[config.mk]
export PLATFORM = sky130hd
export DESIGN_NAME = async_sram_ctrl
export DESIGN_NICKNAME = d
export VERILOG_FILES = /design/src/rtl/async_sram_ctrl.sv
export SDC_FILE = /design/constraint.sdc
export NUM_CORES = 1
export LEC_CHECK = 0
export CORE_ASPECT_RATIO = 1.2
export CORE_MARGIN = 1
export CORE_UTILIZATION = 44
export CTS_BUF_LIST = sky130_fd_sc_hd__clkbuf_4 sky130_fd_sc_hd__clkbuf_8
export CTS_CLUSTER_SIZE = 10
export DETAILED_ROUTE_END_ITERATION = 8
export GPL_ROUTABILITY_DRIVEN = 0
export GPL_TIMING_DRIVEN = 0
export PLACE_DENSITY = 0.82
export SYNTH_ARGS = -nofsm -noshare
export SYNTH_HDL_FRONTEND = slang
export SYNTH_SLANG_ARGS = --single-unit
[constraint.sdc]
create_clock -name clk -period 2 [get_ports clk]
set_clock_uncertainty 0.05 [all_clocks]
set_input_delay 0.5 -clock clk [delete_from_list [all_inputs] [get_ports clk]]
set_output_delay 0.5 -clock clk [all_outputs]
set_load 0.02 [all_outputs]
[src/rtl/async_sram_ctrl.sv]
// Front-end controller for an external asynchronous SRAM: valid/ready request port in,
// registered ce_n/we_n/oe_n/be_n strobes with setup/pulse/hold sequencing out.
module async_sram_ctrl #(
    parameter int ADDR_W      = 8,
    parameter int DATA_W      = 16,
    parameter int WAIT_CYCLES = 2
) (
    input  logic                  clk,
    input  logic                  reset,
    input  logic                  req_valid,
    output logic                  req_ready,
    input  logic                  req_write,
    input  logic [ADDR_W-1:0]     req_addr,
    input  logic [DATA_W-1:0]     req_wdata,
    input  logic [DATA_W/8-1:0]   req_be,
    output logic [DATA_W-1:0]     rd_data,
    output logic                  rd_valid,
    output logic                  wr_done,
    output logic [ADDR_W-1:0]     sram_addr,
    output logic                  sram_ce_n,
    output logic                  sram_we_n,
    output logic                  sram_oe_n,
    output logic [DATA_W/8-1:0]   sram_be_n,
    output logic [DATA_W-1:0]     sram_dq_out,
    output logic                  sram_dq_oe,
    input  logic [DATA_W-1:0]     sram_dq_in
);

    localparam int BE_W  = DATA_W / 8;
    localparam int CNT_W = $clog2(WAIT_CYCLES + 1);
    localparam logic [CNT_W-1:0] CNT_LOAD = CNT_W'(WAIT_CYCLES - 1);
    localparam logic [CNT_W-1:0] CNT_ONE  = CNT_W'(1);

    typedef enum logic [2:0] {
        IDLE,
        W_SETUP,
        W_PULSE,
        W_HOLD,
        R_WAIT,
        R_DONE
    } state_e;

    state_e            state_q, state_d;
    logic [CNT_W-1:0]  cnt_q, cnt_d;
    logic [BE_W-1:0]   be_q, be_d;
    logic [ADDR_W-1:0] addr_q, addr_d;
    logic [DATA_W-1:0] wdata_q, wdata_d;
    logic [DATA_W-1:0] rd_data_q, rd_data_d;

    logic              ready_q, ready_d;
    logic              ce_n_q, ce_n_d;
    logic              we_n_q, we_n_d;
    logic              oe_n_q, oe_n_d;
    logic [BE_W-1:0]   be_n_q, be_n_d;
    logic              dq_oe_q, dq_oe_d;
    logic              rd_valid_q, rd_valid_d;
    logic              wr_done_q, wr_done_d;

    logic              accept;

    assign accept = req_valid && (state_q == IDLE);

    // Sequencing: request fields are captured once at acceptance and held for the access.
    always_comb begin
        state_d   = state_q;
        cnt_d     = cnt_q;
        be_d      = be_q;
        addr_d    = addr_q;
        wdata_d   = wdata_q;
        rd_data_d = rd_data_q;
        unique case (state_q)
            IDLE: begin
                if (accept) begin
                    cnt_d  = CNT_LOAD;
                    addr_d = req_addr;
                    if (req_write) begin
                        state_d = W_SETUP;
                        wdata_d = req_wdata;
                        be_d    = req_be;
                    end else begin
                        state_d = R_WAIT;
                    end
                end
            end
            W_SETUP: state_d = W_PULSE;
            W_PULSE: begin
                if (cnt_q == '0) begin
                    state_d = W_HOLD;
                end else begin
                    cnt_d = cnt_q - CNT_ONE;
                end
            end
            W_HOLD: state_d = IDLE;
            R_WAIT: begin
                if (cnt_q == '0) begin
                    state_d   = R_DONE;
                    rd_data_d = sram_dq_in;
                end else begin
                    cnt_d = cnt_q - CNT_ONE;
                end
            end
            R_DONE:  state_d = IDLE;
            default: state_d = IDLE;
        endcase
    end

    // Pin values are decoded from the next state so every output leaves a flop.
    always_comb begin
        ready_d    = 1'b0;
        ce_n_d     = 1'b1;
        we_n_d     = 1'b1;
        oe_n_d     = 1'b1;
        be_n_d     = '1;
        dq_oe_d    = 1'b0;
        rd_valid_d = 1'b0;
        wr_done_d  = 1'b0;
        unique case (state_d)
            IDLE: ready_d = 1'b1;
            W_SETUP: begin
                ce_n_d  = 1'b0;
                be_n_d  = ~be_d;
                dq_oe_d = 1'b1;
            end
            W_PULSE: begin
                ce_n_d  = 1'b0;
                we_n_d  = 1'b0;
                be_n_d  = ~be_d;
                dq_oe_d = 1'b1;
            end
            W_HOLD: begin
                ce_n_d    = 1'b0;
                be_n_d    = ~be_d;
                dq_oe_d   = 1'b1;
                wr_done_d = 1'b1;
            end
            R_WAIT: begin
                ce_n_d = 1'b0;
                oe_n_d = 1'b0;
                be_n_d = '0;
            end
            R_DONE:  rd_valid_d = 1'b1;
            default: ready_d = 1'b0;
        endcase
    end

    // Asynchronous reset drops every strobe at once, aborting any access in flight.
    always_ff @(posedge clk or negedge reset) begin
        if (!reset) begin
            state_q    <= IDLE;
            cnt_q      <= '0;
            be_q       <= '0;
            addr_q     <= '0;
            wdata_q    <= '0;
            rd_data_q  <= '0;
            ready_q    <= 1'b1;
            ce_n_q     <= 1'b1;
            we_n_q     <= 1'b1;
            oe_n_q     <= 1'b1;
            be_n_q     <= '1;
            dq_oe_q    <= 1'b0;
            rd_valid_q <= 1'b0;
            wr_done_q  <= 1'b0;
        end else begin
            state_q    <= state_d;
            cnt_q      <= cnt_d;
            be_q       <= be_d;
            addr_q     <= addr_d;
            wdata_q    <= wdata_d;
            rd_data_q  <= rd_data_d;
            ready_q    <= ready_d;
            ce_n_q     <= ce_n_d;
            we_n_q     <= we_n_d;
            oe_n_q     <= oe_n_d;
            be_n_q     <= be_n_d;
            dq_oe_q    <= dq_oe_d;
            rd_valid_q <= rd_valid_d;
            wr_done_q  <= wr_done_d;
        end
    end

    assign req_ready   = ready_q;
    assign rd_data     = rd_data_q;
    assign rd_valid    = rd_valid_q;
    assign wr_done     = wr_done_q;
    assign sram_addr   = addr_q;
    assign sram_ce_n   = ce_n_q;
    assign sram_we_n   = we_n_q;
    assign sram_oe_n   = oe_n_q;
    assign sram_be_n   = be_n_q;
    assign sram_dq_out = wdata_q;
    assign sram_dq_oe  = dq_oe_q;

endmodule

==> qor.csv <==
metric,value,unit
status,"complete, no violations",
Antenna Nets Post-Route,0,
HP Class,input port to async pin,
Avg WL per Cell,13.8,µm
post-DP HPWL,3260,µm
CTS tree,yes,
PortBufs,94,
yosys warns,0,
vias in the first global route,1653,
post-synthesis cell area,0.00234,mm²
# setup viols final,0,
Leak,1.58,nW
CP bufs+invs,1,
Final min period,1.86,ns
Async SR Flop Fraction,1.00,
Psw,2.01,mW
Reg power frac,0.342,
Required @ worst endpoint,1.45,ns
Max Buffers Root-to-Sink,2,
total track usage,0.171,
Hold Slack,0.132,ns
Power Internal,3.78,mW
Final Util,0.697,
slowest CP cell,clkdlybuf4s50_1,
Setup TNS,0,ns
CP Cell Sequence,clkdlybuf4s50_1,
number of antenna repair diodes,0,
Area Overhead vs Synth,49.4,%
critical path launch point type,flip-flop,
Vias/cell,4.92,
Synth Net Count,205,
"delay-heaviest family, CP",buffers and inverters,
peak supply drop,0.000976,V
# hold bufs at CTS,0,
via count,1574,
Synth area leaders,"dfrtp_1 (54%), mux2_2 (13%), mux2_4 (10%), dfstp_2 (6.7%), buf_6 (1.4%)",
initial antenna violation count,0,
Die H,81.8,µm
sequential share of the synthesized area,0.603,
layout cell share with drive strength beyond 1,0.269,
Sw Share,0.347,
Crit. End Element,primary output,
Post-route DRC,0,
first-pass GRT wire length,7040,µm
combinational fraction of design power,0.531,
share of the synthesized area in the top cell type,0.536,
CTS buffer count,5,
post-place instance area,0.00337,mm²
core area,0.00501,mm²
f_max,538,MHz
Worst Path Max Fanout,2,
Clk pwr share,0.127,
"Slew Viols, Final",0,
"Arr. time, crit path",1.31,ns
CP peak stage delay,0.62,ns
final number of hold-violating endpoints,0,
Root Buffer,clkbuf_8,
IO Count,95,
Final Cell Area,0.00349,mm²
row count,28,
DRT iter0 DRCs,67,
unrepaired setup endpoints after global routing,false,
later-pin clock latency in the skew report,0.30,ns
worst-margin pin slew,0.583,ns
CTS Sinks,56,
worst rel slew slack,0.612,
H-Tree Depth,2,
Synth Register Bits,56,
die area,0.00561,mm²
gr ovfl total,0,
CTS clock-pin slew for the worst setup and hold paths,0.09,ns
Synth Flop Type,dfrtp_1,
largest net degree at the start of global routing,33,
Syn Inst Count,158,
kind of critical path,flip-flop to primary output,
Power Density,1660,mW/mm²
Pre-antenna DRT Iters,4,
initial core utilization,0.466,
cell taking the most area after synthesis,dfrtp_1,
"Net count, final",306,
Tot Pwr,5.79,mW
final worst-path cycle share,0.930,
Yosys cell types,33,
Die Wd,68.5,µm
max-cap viol count,0,
Mean Syn Cell Area,14.8,µm²
WL final,4410,µm
number of synthesized flops with an enable pin,0,
[path summary, 6_finish.rpt]
kind | startpoint | end | slack [ns] | cells after the start
setup / recovery | sram_dq_out[7] | sram_dq_out[7] | 0.14 | 1
hold / removal | reset | sram_dq_out[3] | 0.13 | 1
setup reg to reg | cnt_q[1] | rd_data[0] | 0.19 | 5
hold reg to reg | be_q[0] | sram_be_n[0] | 0.42 | 1
max in group asynchronous | reset | req_ready | 1.13 | 2
min in group clk | be_q[0] | sram_be_n[0] | 0.42 | 1
[Yosys cell counts, types with 2 or more instances]
| master | count |
|---|---|
| buf_6 | 3 |
| buf_2 | 3 |
| nand2_1 | 3 |
| a21oi_1 | 2 |
| xor2_1 | 2 |
| dfstp_2 | 6 |
| clkbuf_1 | 3 |
| o21ai_0 | 5 |
| nor2_1 | 5 |
| mux2_2 | 26 |
| nor4b_1 | 2 |
| inv_1 | 5 |
| nor2b_1 | 2 |
| buf_1 | 2 |
| nor3_1 | 2 |
| or2_2 | 2 |
| nor3b_1 | 3 |
| o221ai_1 | 2 |
| dfrtp_1 | 50 |
| mux2_4 | 16 |
| and3_1 | 2 |
[repair_timing]
| action | CTS | global route |
|---|---|---|
| hold endpoints to repair | 0 | 0 |
| gates cloned | 0 | 0 |
| gates resized for setup | 2 | 5 |
| setup endpoints to repair | 38 | 14 |
| buffers inserted | 1 | 0 |
[area by class of cell]
cell class                      count  area (µm²)
Clock inverter                      2        35.0
Sequential cell                    56        1410
Timing Repair Buffer               96         975
Clock buffer                        6        76.3
Multi-Input combinational cell     86         843
Fill cell                         395        1520
Buffer                              9        58.8
Inverter                            5        18.8
Tap cell                           60        75.1
[flip-flops by register name, indices dropped and copies added, names as in the netlist, 2 cells and up]
signal / flops
rd_data: 16
sram_dq_out: 16
sram_addr: 8
state_q: 3
be_q: 2
cnt_q: 2
sram_be_n: 2
[cells in the final DEF (no fill, tap or decap), types with 2 or more instances in the layout]
cell / count
clkdlybuf4s50_1: 87
dfrtp_1: 50
mux2_2: 26
mux2_4: 16
dfstp_2: 6
inv_1: 5
nor2_1: 5
o21ai_0: 5
clkbuf_8: 5
dlymetal6s2s_1: 5
buf_6: 3
clkbuf_1: 3
buf_2: 3
nand2_1: 3
nor3b_1: 3
a21oi_1: 2
nor3_1: 2
xor2_1: 2
and3_1: 2
or2_2: 2
nor2b_1: 2
nor4b_1: 2
o221ai_1: 2
[routing by layer]
metal,routed length (µm),part of all wire,GRT usage,up-vias
met4,69,0.016,0.0646,0
li1,-,-,-,746
met2,2160,0.49,0.291,67
met1,1830,0.41,0.191,753
met5,0,0,0,-
met3,356,0.081,0.0625,8
[kinds of logic (layout without fill, tap and decap cells)]
logic type | count (synthesis) | after routing | synth area share
mux | 43 | 43 | 0.232
compound gates | 13 | 13 | 0.0370
xor+xnor | 2 | 2 | 0.00750
simple gates | 27 | 27 | 0.0777
fa+ha+maj | 1 | 1 | 0.00536
buf+inv | 16 | 118 | 0.0370
flops | 56 | 56 | 0.603
[power groups by stage]
stage,logic (mW),clock network (mW),registers [mW]
after floorplan,1.20,0,2.61
after global placement,3.05,0,1.98
after detailed placement,3.11,0,2.01
after CTS,3.12,0.758,1.99
after global routing,3.29,0.807,2.05
final,3.07,0.733,1.98
[worst register-to-register path, delay by kind of cell, from the launching register on]
kind                       cells  cell delay, ns
buffers and inverters          2            0.42
and+or+nand+nor                1            0.17
muxes                          1            0.39
adders and majority gates      1            0.28
DFF                            1            0.39
[metrics by stage]
step           std cells  setup slack, ns
6_report             320            0.140
5_1_grt              320           0.0729
4_1_cts              321          0.00366
3_5_place_dp         313           -0.584
3_3_place_gp         312            -1.29
2_1_floorplan        158            0.123
Note: power is estimated with default switching activity, not from simulation.
